===== config.mk =====
export PLATFORM = sky130hd
export DESIGN_NAME = div_ctrl
export DESIGN_NICKNAME = d
export VERILOG_FILES = /design/src/rtl/div_ctrl.sv
export SDC_FILE = /design/constraint.sdc
export NUM_CORES = 1
export LEC_CHECK = 0
export BUFFER_PORTS_ARGS = -buffer_cell sky130_fd_sc_hd__buf_2
export CORE_MARGIN = 2
export CORE_UTILIZATION = 55
export DETAILED_ROUTE_END_ITERATION = 16
export PLACE_DENSITY = 0.75
export SYNTH_ARGS = -nofsm -noshare
export SYNTH_HDL_FRONTEND = slang
export SYNTH_SLANG_ARGS = --single-unit
export TNS_END_PERCENT = 1

===== constraint.sdc =====
create_clock -name clk -period 6.7 [get_ports clk]
set_input_delay 0.335 -clock clk [delete_from_list [all_inputs] [get_ports clk]]
set_output_delay 0.335 -clock clk [all_outputs]
set_load 0.05 [all_outputs]

===== src/rtl/div_ctrl.sv =====
// rtl/div_ctrl.sv - 32-step restoring divider controller for DIV/DIVU; optional macro DIV_ZERO_FASTPATH_EN
module div_ctrl (
  input  logic        clk,
  input  logic        resetn,
  input  logic        start,
  input  logic        signed_div,
  input  logic [31:0] opdata1,
  input  logic [31:0] opdata2,
  input  logic        annul,
  output logic [63:0] result,
  output logic        ready,
  output logic        stall
);

  typedef enum logic [1:0] {
    S_IDLE    = 2'd0,
`ifdef DIV_ZERO_FASTPATH_EN
    S_DIVZERO = 2'd1,
`endif
    S_ON      = 2'd2,
    S_END     = 2'd3
  } state_t;

  localparam logic [5:0]  LAST_STEP = 6'd31;
  localparam logic [31:0] ZERO_QUO  = 32'hFFFF_FFFF;

  state_t      state_q, state_d;
  logic [5:0]  cnt_q, cnt_d;
  logic [64:0] work_q, work_d;
  logic [31:0] dvs_q, dvs_d;
  logic [31:0] dvd_q, dvd_d;
  logic        qneg_q, qneg_d;
  logic        rneg_q, rneg_d;
  logic [63:0] result_q, result_d;
`ifndef DIV_ZERO_FASTPATH_EN
  logic        zero_q, zero_d;
`endif

  logic        sign1, sign2;
  logic [31:0] mag1, mag2;
  logic [33:0] rem_sh;
  logic [32:0] rem_diff;
  logic        rem_ge;
  logic [64:0] work_step;
  logic [31:0] quo_raw, rem_raw;
  logic [31:0] quo_fix, rem_fix;
  logic [63:0] zero_result;

  // Operand magnitudes and sign flags, only meaningful on the accept edge
  always_comb begin
    sign1 = signed_div & opdata1[31];
    sign2 = signed_div & opdata2[31];
    mag1  = sign1 ? (32'd0 - opdata1) : opdata1;
    mag2  = sign2 ? (32'd0 - opdata2) : opdata2;
  end

  // One restoring step: shift partial remainder left, subtract divisor if it fits
  always_comb begin
    rem_sh    = {work_q[64:32], work_q[31]};
    rem_ge    = (rem_sh >= {2'b00, dvs_q});
    rem_diff  = rem_sh[32:0] - {1'b0, dvs_q};
    if (rem_ge) begin
      work_step = {rem_diff, work_q[30:0], 1'b1};
    end else begin
      work_step = {rem_sh[32:0], work_q[30:0], 1'b0};
    end
    quo_raw     = work_step[31:0];
    rem_raw     = work_step[63:32];
    quo_fix     = qneg_q ? (32'd0 - quo_raw) : quo_raw;
    rem_fix     = rneg_q ? (32'd0 - rem_raw) : rem_raw;
    zero_result = {dvd_q, ZERO_QUO};
  end

  // Next-state and datapath updates; annul overrides everything and leaves result alone
  always_comb begin
    state_d  = state_q;
    cnt_d    = cnt_q;
    work_d   = work_q;
    dvs_d    = dvs_q;
    dvd_d    = dvd_q;
    qneg_d   = qneg_q;
    rneg_d   = rneg_q;
    result_d = result_q;
`ifndef DIV_ZERO_FASTPATH_EN
    zero_d   = zero_q;
`endif
    if (annul) begin
      state_d = S_IDLE;
      cnt_d   = 6'd0;
    end else begin
      unique case (state_q)
        S_IDLE: begin
          if (start) begin
            cnt_d  = 6'd0;
            work_d = {33'd0, mag1};
            dvs_d  = mag2;
            dvd_d  = opdata1;
            qneg_d = sign1 ^ sign2;
            rneg_d = sign1;
`ifdef DIV_ZERO_FASTPATH_EN
            state_d = (opdata2 == 32'd0) ? S_DIVZERO : S_ON;
`else
            zero_d  = (opdata2 == 32'd0);
            state_d = S_ON;
`endif
          end
        end
`ifdef DIV_ZERO_FASTPATH_EN
        S_DIVZERO: begin
          result_d = zero_result;
          state_d  = S_END;
        end
`endif
        S_ON: begin
          work_d = work_step;
          if (cnt_q == LAST_STEP) begin
            cnt_d = 6'd0;
`ifdef DIV_ZERO_FASTPATH_EN
            result_d = {rem_fix, quo_fix};
`else
            result_d = zero_q ? zero_result : {rem_fix, quo_fix};
`endif
            state_d = S_END;
          end else begin
            cnt_d = cnt_q + 6'd1;
          end
        end
        S_END: begin
          state_d = S_IDLE;
        end
        default: begin
          state_d = S_IDLE;
          cnt_d   = 6'd0;
        end
      endcase
    end
  end

  // State and datapath registers
  always_ff @(posedge clk or negedge resetn) begin
    if (!resetn) begin
      state_q  <= S_IDLE;
      cnt_q    <= 6'd0;
      work_q   <= 65'd0;
      dvs_q    <= 32'd0;
      dvd_q    <= 32'd0;
      qneg_q   <= 1'b0;
      rneg_q   <= 1'b0;
      result_q <= 64'd0;
`ifndef DIV_ZERO_FASTPATH_EN
      zero_q   <= 1'b0;
`endif
    end else begin
      state_q  <= state_d;
      cnt_q    <= cnt_d;
      work_q   <= work_d;
      dvs_q    <= dvs_d;
      dvd_q    <= dvd_d;
      qneg_q   <= qneg_d;
      rneg_q   <= rneg_d;
      result_q <= result_d;
`ifndef DIV_ZERO_FASTPATH_EN
      zero_q   <= zero_d;
`endif
    end
  end

  // Outputs: ready is the END cycle unless it is being flushed; stall is purely combinational
  always_comb begin
    result = result_q;
    ready  = (state_q == S_END) & ~annul;
    stall  = start & ~ready & ~annul;
  end

endmodule


==> impl_metrics.yaml <==
yosys:
  ys_types: 85
  synth-seq-cells: 204
  syn-cell-area_um2: 13600
  synthFlopType: "dfrtp_1"
  async_flop_share_pct: 100
  syn_inst: 1690
  synth_edf_count: 0
  synth.area.top_cells: "dfrtp_1 (38%), nand2_1 (8.1%), a21oi_1 (6.2%), o21ai_0 (6.1%), xor2_1 (5.0%)"
  ys_warn_count: 0
  yosys.area.top_type_share_pct: 37.6
  syn_nets: 1797
  synth_top_area_cell: "dfrtp_1"
  syn_avg_cell_area_um2: 8.04
  seq_area_frac_synth_pct: 37.6
floorplanning:
  dieArea_um2: 26000
  fp.dieH_um: 161
  die_w_um: 161
  rows: 57
  core_um2: 24300
  initial_utilization_pct: 55.9
  ios: 135
global_routing:
  grt_pass1_wl_um: 62900
  antenna_found_initial: 0
  grt_max_degree: 120
  grt_overflow: 0
  grt_pass1_vias: 11900
  grt_util_all_layers_pct: 30.0
clocking:
  cts_num_sinks: 204
  clk_pin_slew_ns: 0.06
  htree_levels: 1
  root_buffer: "clkbuf_16"
  cts_setup_buffers: 0
  clock_latency_ns: 0.54
  cts_tree: "yes"
  numCtsBuffers: 25
  clock_path_buffers: 3
worst_setup_path:
  slowest_stage: "a2111o_4"
  critical_path_peak_fanout: 55
  worstPathArrival_ns: 6.01
  path_buf_inv: 1
  worstPathCellList: "ha_1, and3_1, a221o_1, nand2_2, a2111o_4, nand2_8, inv_4, mux2i_1, ha_1, nand2_1, or4_1, mux2i_1, a31oi_1, nand4b_1, o21ai_1, mux2i_1, nand3_1"
  crit_family: "simple AND/OR/NAND/NOR gates"
  end_kind: "flop"
  cp.required_ns: 7.11
  start_kind: "flop"
  crit_type: "flop to flop"
  rr_endpoint: "result[56]"
  r2r_slack_ns: 1.10
  r2r_start: "work_q[36]"
  cp.depth: 17
  slowest_delay_ns: 0.56
  reg2regPathDepth: 17
  worst_path_most_repeated_cell: "mux2i_1"
routing:
  firstDrtPassIters: 5
  final_antenna_net_count: 0
  drc: 0
  wl_met2_um: 18000
  wl_met3_um: 2580
  vias: 12700
  wl_um: 39400
  wl_met1_um: 17800
  drt-initial-drc-count: 1198
  via_per_inst: 6.02
  top_layer: "met4"
  wl_per_cell_um: 18.7
layout:
  final_common_cell: "nand2_1"
  nNetsFinal: 1871
  antennaDiodeCount: 0
  multiInputGateArea_um2: 7920
  layout_common_cells: "nand2_1 (292), dfrtp_1 (203), a21oi_1 (168), o21ai_0 (165), nor2_1 (137)"
  drive_gt1_share_pct: 12.3
  fin_area_um2: 15200
  area_delta_synth_final_pct: 12.0
  utilization_pct: 62.6
  fillers: 2142
  ff_latch_area_um2: 5110
worst_hold_path:
  hold_end: "dvd_q[8]"
  min_from: "opdata1[8]"
  hp-class: "input port to flop"
  holdPathStages: 3
placed_design:
  io_buffers: 134
  place_ws_ns: 1.22
  placed_area_um2: 14400
  dp_hpwl_um: 28400
  globalplace.congestion: 0.944
sta:
  setup-violations-final: 0
  slew_headroom_pct: 25.9
  fin_worst_skew_ns: 0.0102
  fin_crit_sh_pct: 83.6
  period_needed_ns: 5.60
  slew_violations: 0
  fmax_mhz: 179
  tightest_slew_ns: 1.11
  hold_viol: 0
  finalSetupTns_ns: 0
  setup_ws_ns: 1.10
  rsz0062_at_grt: "false"
outcome:
  status: "complete, no violations"
power_and_ir_drop:
  powerDensity_nw_per_um2: 449
  vdd_drop_max_mv: 0.307
  p_leak_nw: 7.05
job:
  drv_cap: 0
what timing repair did:
| item | 4_1_cts | 5_1_grt |
|---|---|---|
| gates resized for setup | 0 | 0 |
| endpoints found under the hold margin | 1 | 0 |
| hold buffers | 1 | 0 |
registers in the layout, summed over array words and instances (netlist names), 2 cells and up:
| name | flops |
|---|---|
| work_q | 65 |
| result | 64 |
| dvd_q | 32 |
| dvs_q | 32 |
| cnt_q | 6 |
| state_q | 2 |
area by class of cell:
class,instances,area share (%)
multi-input cells,1338,52.1
inverters,52,1.30
repair buffers,143,4.92
well taps,324,2.66
flip-flops and latches,204,33.5
clock buffers,33,4.64
clock inverters,13,0.871
per-stage QoR:
step,hold WS [ns],power [mW],std cells
final,0.0476,6.83,2107
after detailed placement,0.457,5.40,2060
after global placement,0.448,5.35,2060
after CTS,0.0295,6.79,2107
after global routing,0.0472,7.29,2107
after floorplan,0.0394,4.46,1690
synthesized netlist by cell type (all sizes together), types with 3 or more instances:
library cell / number
a21oi: 169
or2: 5
xnor2: 52
clkbuf: 74
o31a: 5
and2: 9
o41ai: 9
buf: 22
and3: 15
nor4: 14
a211o: 6
or3: 24
o21a: 16
o21ai: 190
dfrtp: 204
xor2: 78
nor2b: 11
nor3: 38
a21o: 14
or4: 11
mux2i: 31
o211ai: 10
ha: 37
a31oi: 12
nand3: 20
a31o: 4
and4: 3
nor4b: 3
a22o: 6
nand2: 294
mux2: 4
inv: 52
nor2: 138
a211oi: 13
o2111a: 3
nand3b: 5
nand2b: 12
o2111ai: 3
nand4: 13
o31ai: 29
worst max path at each step:
stage                     startpoint         end  slack, ns
after global placement    work_q[31]  result[62]       1.41
final                     work_q[36]  result[56]       1.10
after CTS                 work_q[36]  result[56]       1.21
after floorplan           work_q[36]  result[44]       1.68
after detailed placement  work_q[36]  result[56]       1.22
after global routing      work_q[36]  result[62]       0.74
cells by family after synthesis:
logic type	synth area share [%]
AO/OA/AOI/OAI	22.6
XOR/XNOR	8.38
adder cells (fa/ha/maj)	3.55
buffers and inverters	4.33
flip-flops	37.6
multiplexers	2.62
AND/OR/NAND/NOR	21.0
worst register-to-register path, stage by stage, from the launching register on:
cell,delay [ns]
dfrtp_1,0.45
ha_1,0.46
and3_1,0.23
a221o_1,0.45
nand2_2,0.15
a2111o_4,0.56
nand2_8,0.34
inv_4,0.31
mux2i_1,0.34
ha_1,0.23
nand2_1,0.07
or4_1,0.50
mux2i_1,0.22
a31oi_1,0.19
nand4b_1,0.39
o21ai_1,0.26
mux2i_1,0.22
nand3_1,0.10
power by group:
part / internal (mW) / leakage, nW / switching, mW
logic: 1.38 / 3.96 / 2.42
clock network: 0.794 / 0.410 / 0.569
registers: 1.42 / 2.68 / 0.244
total: 3.60 / 7.05 / 3.23
routing by layer:
layer  vias to the layer above  global-route usage (%)
met1                      6074                    42.8
li1                       6112                       -
met3                        73                    4.31
met5                         -                       0
met2                       430                    47.7
met4                         0                    9.05
Power figures use the tool's default switching activity.
